===== config.mk =====
export PLATFORM = sky130hd
export DESIGN_NAME = frame_filter_sequencer
export DESIGN_NICKNAME = d
export VERILOG_FILES = /design/src/rtl/frame_filter_sequencer.sv
export SDC_FILE = /design/constraint.sdc
export NUM_CORES = 1
export LEC_CHECK = 0
export ABC_AREA = 1
export BUFFER_PORTS_ARGS = -buffer_cell sky130_fd_sc_hd__buf_4
export CORE_MARGIN = 4
export CORE_UTILIZATION = 50
export DETAILED_ROUTE_END_ITERATION = 12
export PLACE_DENSITY = 0.72
export SLEW_MARGIN = 20
export SYNTH_ARGS = -nofsm -noshare
export SYNTH_HDL_FRONTEND = slang
export SYNTH_SLANG_ARGS = --single-unit

===== constraint.sdc =====
create_clock -name clk_in -period 3.5 [get_ports clk_in]
set_input_delay 0.175 -clock clk_in [delete_from_list [all_inputs] [get_ports clk_in]]
set_output_delay 0.175 -clock clk_in [all_outputs]
set_load 0.02 [all_outputs]

===== src/rtl/frame_filter_sequencer.sv =====
// Multi-pass ping-pong scheduler for the 1-bit pixel-averaging filter.
// Streams one frame-buffer bank through the filter in raster order and
// writes the filter output into the other bank, alternating for
// num_passes_in passes.
// Ports:
//   clk_in, rst_n_in             clock, async active-low reset
//   start_in, abort_in           job control
//   num_passes_in                passes per job (latched at start)
//   busy_out, done_out           job status
//   result_bank_out              bank holding the final image
//   rd_en/addr/bank_out          frame-buffer read request
//   rd_data_in                   read pixel, RD_LAT cycles after rd_en_out
//   filt_*_out                   filter input stream
//   filt_*_in                    filter output stream
//   wr_en/addr/bank/data_out     frame-buffer write request
module frame_filter_sequencer #(
    parameter int H_ACTIVE     = 320,
    parameter int V_ACTIVE     = 240,
    parameter int H_BLANK      = 4,
    parameter int PAD_LINES    = 2,
    parameter int RD_LAT       = 2,
    parameter int DRAIN_CYCLES = 8,
    parameter int ADDR_W       = 17
) (
    input  logic              clk_in,
    input  logic              rst_n_in,
    input  logic              start_in,
    input  logic              abort_in,
    input  logic [3:0]        num_passes_in,
    output logic              busy_out,
    output logic              done_out,
    output logic              result_bank_out,
    output logic              rd_en_out,
    output logic [ADDR_W-1:0] rd_addr_out,
    output logic              rd_bank_out,
    input  logic              rd_data_in,
    output logic              filt_valid_out,
    output logic              filt_pixel_out,
    output logic [10:0]       filt_hcount_out,
    output logic [9:0]        filt_vcount_out,
    input  logic              filt_valid_in,
    input  logic              filt_pixel_in,
    input  logic [10:0]       filt_hcount_in,
    input  logic [9:0]        filt_vcount_in,
    output logic              wr_en_out,
    output logic [ADDR_W-1:0] wr_addr_out,
    output logic              wr_bank_out,
    output logic              wr_data_out
);

    localparam int DW = $clog2(DRAIN_CYCLES + 1);

    localparam logic [10:0] H_ACT  = 11'(H_ACTIVE);
    localparam logic [10:0] H_LAST = 11'(H_ACTIVE + H_BLANK - 1);
    localparam logic [9:0]  V_ACT  = 10'(V_ACTIVE);
    localparam logic [9:0]  V_LAST = 10'(V_ACTIVE + PAD_LINES - 1);

    localparam logic [DW-1:0] D_LAST = DW'(DRAIN_CYCLES - 1);

    typedef enum logic [2:0] {
        IDLE,
        STREAM,
        DRAIN,
        NEXT,
        DONE
    } state_t;

    // One stream slot: frame marks real frame lines, so the
    // pixel is taken from the read port and pad lines stay 0.
    typedef struct packed {
        logic        valid;
        logic        frame;
        logic [10:0] h;
        logic [9:0]  v;
    } tap_t;

    state_t          state_q, state_d;
    logic [10:0]     h_q, h_d;
    logic [9:0]      v_q, v_d;
    logic [DW-1:0]   drain_q, drain_d;
    logic [3:0]      pass_q, pass_d;
    logic [3:0]      npass_q, npass_d;
    logic            bank_q, bank_d;
    logic            result_q;

    tap_t            tap_in;
    tap_t            tap_out;
    tap_t            tap_q [RD_LAT];

    logic            abort_act;
    logic            wr_hit;

    assign abort_act = abort_in && (state_q != IDLE);

    always_comb begin
        state_d = state_q;
        h_d     = h_q;
        v_d     = v_q;
        drain_d = drain_q;
        pass_d  = pass_q;
        npass_d = npass_q;
        bank_d  = bank_q;
        unique case (state_q)
            IDLE: begin
                if (start_in) begin
                    npass_d = num_passes_in;
                    bank_d  = 1'b0;
                    pass_d  = '0;
                    h_d     = '0;
                    v_d     = '0;
                    drain_d = '0;
                    if (num_passes_in == 4'd0)
                        state_d = DONE;
                    else
                        state_d = STREAM;
                end
            end
            STREAM: begin
                if (h_q == H_LAST) begin
                    h_d = '0;
                    if (v_q == V_LAST) begin
                        v_d     = '0;
                        drain_d = '0;
                        state_d = DRAIN;
                    end else begin
                        v_d = v_q + 10'd1;
                    end
                end else begin
                    h_d = h_q + 11'd1;
                end
            end
            DRAIN: begin
                if (drain_q == D_LAST)
                    state_d = NEXT;
                else
                    drain_d = drain_q + DW'(1);
            end
            NEXT: begin
                bank_d  = ~bank_q;
                pass_d  = pass_q + 4'd1;
                h_d     = '0;
                v_d     = '0;
                drain_d = '0;
                if (pass_q + 4'd1 == npass_q)
                    state_d = DONE;
                else
                    state_d = STREAM;
            end
            DONE: begin
                state_d = IDLE;
            end
            default: begin
                state_d = IDLE;
            end
        endcase
        // Abort wins everywhere, including over a start in IDLE.
        if (abort_in)
            state_d = IDLE;
    end

    always_ff @(posedge clk_in or negedge rst_n_in) begin
        if (!rst_n_in) begin
            state_q  <= IDLE;
            h_q      <= '0;
            v_q      <= '0;
            drain_q  <= '0;
            pass_q   <= '0;
            npass_q  <= '0;
            bank_q   <= 1'b0;
            result_q <= 1'b0;
        end else begin
            state_q <= state_d;
            h_q     <= h_d;
            v_q     <= v_d;
            drain_q <= drain_d;
            pass_q  <= pass_d;
            npass_q <= npass_d;
            bank_q  <= bank_d;
            if (done_out)
                result_q <= bank_q;
        end
    end

    always_comb begin
        tap_in = '0;
        if (state_q == STREAM) begin
            tap_in.valid = h_q < H_ACT;
            tap_in.frame = v_q < V_ACT;
            tap_in.h     = h_q;
            tap_in.v     = v_q;
        end
    end

    assign rd_en_out   = tap_in.valid && tap_in.frame;
    assign rd_bank_out = rd_en_out && bank_q;
    assign rd_addr_out = rd_en_out
                       ? ADDR_W'(v_q) * ADDR_W'(H_ACTIVE)
                         + ADDR_W'(h_q)
                       : '0;

    // Delay line matching the frame-buffer read latency.
    always_ff @(posedge clk_in or negedge rst_n_in) begin
        if (!rst_n_in) begin
            for (int i = 0; i < RD_LAT; i++)
                tap_q[i] <= '0;
        end else if (abort_act) begin
            for (int i = 0; i < RD_LAT; i++)
                tap_q[i] <= '0;
        end else begin
            tap_q[0] <= tap_in;
            for (int i = 1; i < RD_LAT; i++)
                tap_q[i] <= tap_q[i-1];
        end
    end

    assign tap_out         = tap_q[RD_LAT-1];
    assign filt_valid_out  = tap_out.valid;
    assign filt_pixel_out  = tap_out.valid && tap_out.frame
                             && rd_data_in;
    assign filt_hcount_out = tap_out.h;
    assign filt_vcount_out = tap_out.v;

    // Pad-line results fall outside the frame and are dropped.
    assign wr_hit = filt_valid_in
                 && (filt_hcount_in < H_ACT)
                 && (filt_vcount_in < V_ACT)
                 && !abort_act;

    always_ff @(posedge clk_in or negedge rst_n_in) begin
        if (!rst_n_in) begin
            wr_en_out   <= 1'b0;
            wr_addr_out <= '0;
            wr_bank_out <= 1'b0;
            wr_data_out <= 1'b0;
        end else begin
            wr_en_out <= wr_hit;
            if (wr_hit) begin
                wr_addr_out <= ADDR_W'(filt_vcount_in)
                             * ADDR_W'(H_ACTIVE)
                             + ADDR_W'(filt_hcount_in);
                wr_bank_out <= ~bank_q;
                wr_data_out <= filt_pixel_in;
            end
        end
    end

    assign busy_out        = state_q != IDLE;
    assign done_out        = (state_q == DONE) && !abort_in;
    assign result_bank_out = done_out ? bank_q : result_q;

endmodule

Word level (Yosys, flattened, before mapping)
Cells that the tools add are included.
{ "op_classes": {"n_addsub": 6, "mul": 2, "n_div": 0, "n_lt_le_gt_ge": 4, "eq_ne": 16, "shift": 0, "n_mux": 27, "bitwise": 1, "n_reduce_logical": 23} }
{ "op_table": {"columns": ["op", "count"], "rows": [
  ["$mux W46", 1],
  ["$add A17 B11 Y17", 2],
  ["$pmux W11 S3", 1],
  ["$mux W10", 3],
  ["$pmux W10 S3", 1],
  ["$mux W23", 1],
  ["$lt A11 B9 Y1 const B", 2],
  ["$mul A10 B3 Y11 const B", 2],
  ["$mux W11", 2],
  ["$mux W3", 7],
  ["$lt A10 B8 Y1 const B", 2],
  ["$mux W17", 1],
  ["$mux W4", 4],
  ["$pmux W4 S4", 1],
  ["$ne A3 B3 Y1 const B", 4],
  ["$pmux W3 S4", 1],
  ["$add A11 B1 Y11 const B", 1],
  ["$eq A11 B9 Y1 const B", 1],
  ["$add A10 B1 Y10 const B", 1],
  ["$eq A10 B8 Y1 const B", 1],
  ["$logic_and A1 B1 Y1", 9],
  ["$add A4 B1 Y4 const B", 2],
  ["$ne A2 B2 Y1 const B", 4],
  ["$pmux W4 S2", 1],
  ["other kinds (18)", 24]
]} }
{ "totals": {"regBits": 104, "latchBits": 0, "ramBits": 0, "rom_bits": 0, "inputBits": 32, "out_inout_bits": 65, "n_memories": 0} }

Longest topological paths before layout
{ "logic_depth": {"word_depth": 5, "mapped_depth": 14} }

Least setup slack after synthesis
No wires, ideal clock.
{ "synth_path": {"path_type": "register -> output", "start": "reg v_q[1]", "end": "out rd_addr_out[15]", "t_arrival_ns": 2.761, "required_ns": 3.325, "setup_slack_ns": 0.564, "stages_incl_launch_ff": 15, "path_cell_list": "dfrtp_1 > ha_1 > ha_1 > fa_1 > ha_1 > inv_1 > nor3_1 > nand2_1 > nand3_1 > nand2_1 > nor2_1 > nand3_1 > nand2_1 > nand2_1 > nor2_1"} }
{ "synth_between": {"elab_chain_cells": 4} }
{ "synth_rtl": {"columns": ["element", "line", "text"], "rows": [
  ["start, declared", "79", "logic [9:0] v_q, v_d;"],
  ["start signal, assigned", "174", "v_q <= v_d;"],
  ["parallel branches: the longest is 3 deep, another holds $add A17 B11 Y17", null, null],
  ["$mux W17 (*)", "197", "? ADDR_W'(v_q) * ADDR_W'(H_ACTIVE)"],
  ["end, declared", "34", "output logic [ADDR_W-1:0] rd_addr_out,"]
]} }
Every way passes the cells marked *.

Worst setup path after layout
Ends and elaborated chain as after synthesis.

==> out/results.ini <==
[clock_network]
cts_buffer_depth=2
cts_htree_levels=3
cts.sinks=104
cts_tree=built
insertion_delay_ns=0.35
clk_pin_slew_ns=0.07
cts_root_buf=clkbuf_16
cts-buffers-inserted=9

[synth]
synth-main-ff-cell=dfrtp_1
synth-edff-count=0
syn_area_um2=6000
netlist.area_leader.share=0.434
synthCells=758
synth_cell_types=34
syn_nets=839
syn-mean-instance-area_um2=7.92
synth_area_leaders=dfrtp_1, nand2_1, ha_1, inv_1, nor2_1
async_flop_share=1.00
ys_ff_latch=104
yosysWarnings=0
yosysTopAreaCell=dfrtp_1
ys_seq_area_frac=0.434

[worst_setup_path]
worstPathCellList=ha_1 > ha_2 > fa_1 > ha_4 > inv_1 > nor3_1 > nand2_1 > nand3_1 > nand2_1 > nor2_2 > nand3_1 > nand2_1 > nand2_1 > nor2_1 > buf_4
critPathKind=flip-flop to output pin
setup.worst_path.end_class=output pin
worstPathMaxFanout=5
required_ns=3.32
cp-start-kind=flip-flop
reg2reg_from=h_q[1]
r2r_setup_slack_ns=1.36
rr_endpoint=v_q[2]
r2r.worst_path.cells=10
slowest_stage=fa_1
crit_end=rd_addr_out[15]
slowest_delay_ns=0.47
cp-startpoint=v_q[1]
cp_common_cell=nand2_1
arrival_ns=3.12

[sta]
setup_tns_ns=0
finalCriticalPeriod_ns=3.29
max_freq_mhz=304
rsz0062_at_grt=no
setup_viol=0
holdWs_ns=0.0218
finalMaxSlewViolations=0
report.final.hold_viol_count=0
tightestPinTransition_ns=0.836
fin_crit_sh=0.941
maxSlewHeadroom=0.438
clock_skew_ns=0.00587

[cells_and_area]
final_cells=989
layout.area.seq_um2=2600
diodes=0
area_growth_pct=18.0
fillers=1007
drive_gt1_frac=0.162
fin_nets=922
multi_input_area_um2=2780

[die]
core_um2=11600
die_w_um=118
dieArea_um2=13800
placementRows=39
top_level_ports=97
initial_core_util=0.519
die_y_um=118

[detailed_routing]
drtIter0Drc=308
firstDrtPassIters=5
wl_per_cell_um=13.3
route.detailed.drc=0
viasPerCell=5.09
routed_wl_um=13200
via_count=5032
ant_nets=0

[hold_path]
hold_path.class=primary input to flip-flop

[placed_design]
port_buffers=96
detailed_place_hpwl_um=10200
place.gp.congestion=0.852
dp_cells=969

[global_routing]
antenna_found_initial=0
grt_pass1_wl_um=23000
grtUsageTotal=0.199
grt_start_max_net_pins=62
gr-total-overflow=0
grt_pass1_vias=4960

[status]
status=complete, no violations

[pwr]
powerDensity_nw_per_um2=553
vdd_drop_max_uv=223
fin_total_pwr_mw=3.92
p_leak_nw=3.80

[flow_run]
maxCapViolCount=0

kinds of logic (layout without fill, tap and decap cells):
family,count (synthesis),in the layout,synth area share
buffers and inverters,145,233,0.106
AOI/OAI and AO/OA,84,84,0.0744
and+or+nand+nor,358,358,0.253
adders and majority gates,49,49,0.107
xor gates and xnor gates,18,18,0.0263
DFF,104,104,0.434
per-stage QoR:
stage / util / setup WS (ns) / area [µm²]
floorplan: - / 0.564 / 6000
global placement: 0.581 / 0.512 / 6720
detailed placement: 0.581 / 0.425 / 6720
CTS: 0.609 / 0.0313 / 7050
global route: 0.613 / 0.00264 / 7090
finish: 0.613 / 0.208 / 7090
where the power goes:
part,internal (mW),total [mW],switching [mW]
sequential,1.38,1.51,0.129
clock,0.571,1.04,0.472
combinational,0.491,1.37,0.876
total,2.44,3.92,1.48
registers in the layout, summed over array words and instances (netlist names):
signal and flops:
wr_bank_out 1, tap_q 23, pass_q 4, h_q 11, wr_en_out 1, drain_q 4, filt_valid_out 1, filt_vcount_out 10
tap_out 1, npass_q 4, v_q 10, wr_data_out 1, filt_hcount_out 11, result_q 1, state_q 3, bank_q 1
wr_addr_out 17
layer usage:
layer | up-vias | track usage | part of all wire
li1 | 2552 | - | -
met1 | 2338 | 0.265 | 0.47
met2 | 122 | 0.323 | 0.47
met3 | 20 | 0.0408 | 0.043
met4 | 0 | 0.0711 | 0.018
met5 | - | 0 | 0
final cells by class:
type | instances | share of cell area
repair buffers | 104 | 0.111
clock buffers | 9 | 0.0318
inverters | 113 | 0.0599
multi-input cells | 509 | 0.393
well taps | 143 | 0.0252
clock inverters | 7 | 0.0125
flip-flops and latches | 104 | 0.367
cells in the final DEF (no fill, tap or decap), types with 4 or more instances in the layout:
cell       count
nand4_1       14
nand3b_1       4
nor3_1        15
buf_4        103
nand2_1      173
ha_1          43
nand3_1       41
o21a_1         4
dfrtp_1      103
xor2_1        12
inv_1        107
nor2_1        97
inv_2          6
clkbuf_16      9
fa_1           4
a21oi_1       33
xnor2_1        6
o21ai_0       35
a31oi_1        5
cell usage after synthesis, types with 3 or more instances:
library cell,instances
a21oi_1,33
a31oi_1,5
buf_2,4
buf_4,21
clkbuf_1,6
dfrtp_1,104
fa_1,4
ha_1,45
inv_1,107
inv_2,6
nand2_1,173
nand2_2,3
nand3_1,41
nand3b_1,4
nand4_1,14
nor2_1,98
nor3_1,15
o21a_1,4
o21ai_0,35
o22ai_1,3
xnor2_1,6
xor2_1,12
how the worst min path moves through the flow:
stage                                 start         endpoint  slack [ns]  cells past startpoint
after floorplan                    rst_n_in           bank_q       -0.12                      0
after global placement             rst_n_in  wr_addr_out[12]        0.28                      1
after detailed placement           rst_n_in  wr_addr_out[11]        0.29                      1
after CTS                 filt_hcount_in[1]   wr_addr_out[1]        0.02                      3
after global routing      filt_hcount_in[2]   wr_addr_out[2]        0.02                      3
final                         filt_pixel_in      wr_data_out        0.02                      3
critical path, delay by kind of cell, from the launching register on:
family,cells,cell delay (ns)
flops,1,0.44
buf+inv,2,0.21
fa+ha+maj,4,1.29
simple gates,9,0.82
timing repair:
item,4_1_cts,5_1_grt
setup buffers,0,3
gates resized for setup,0,4
hold buffers,1,0
setup endpoints to repair,0,2
endpoints found under the hold margin,59,0
Power figures use the tool's default switching activity.
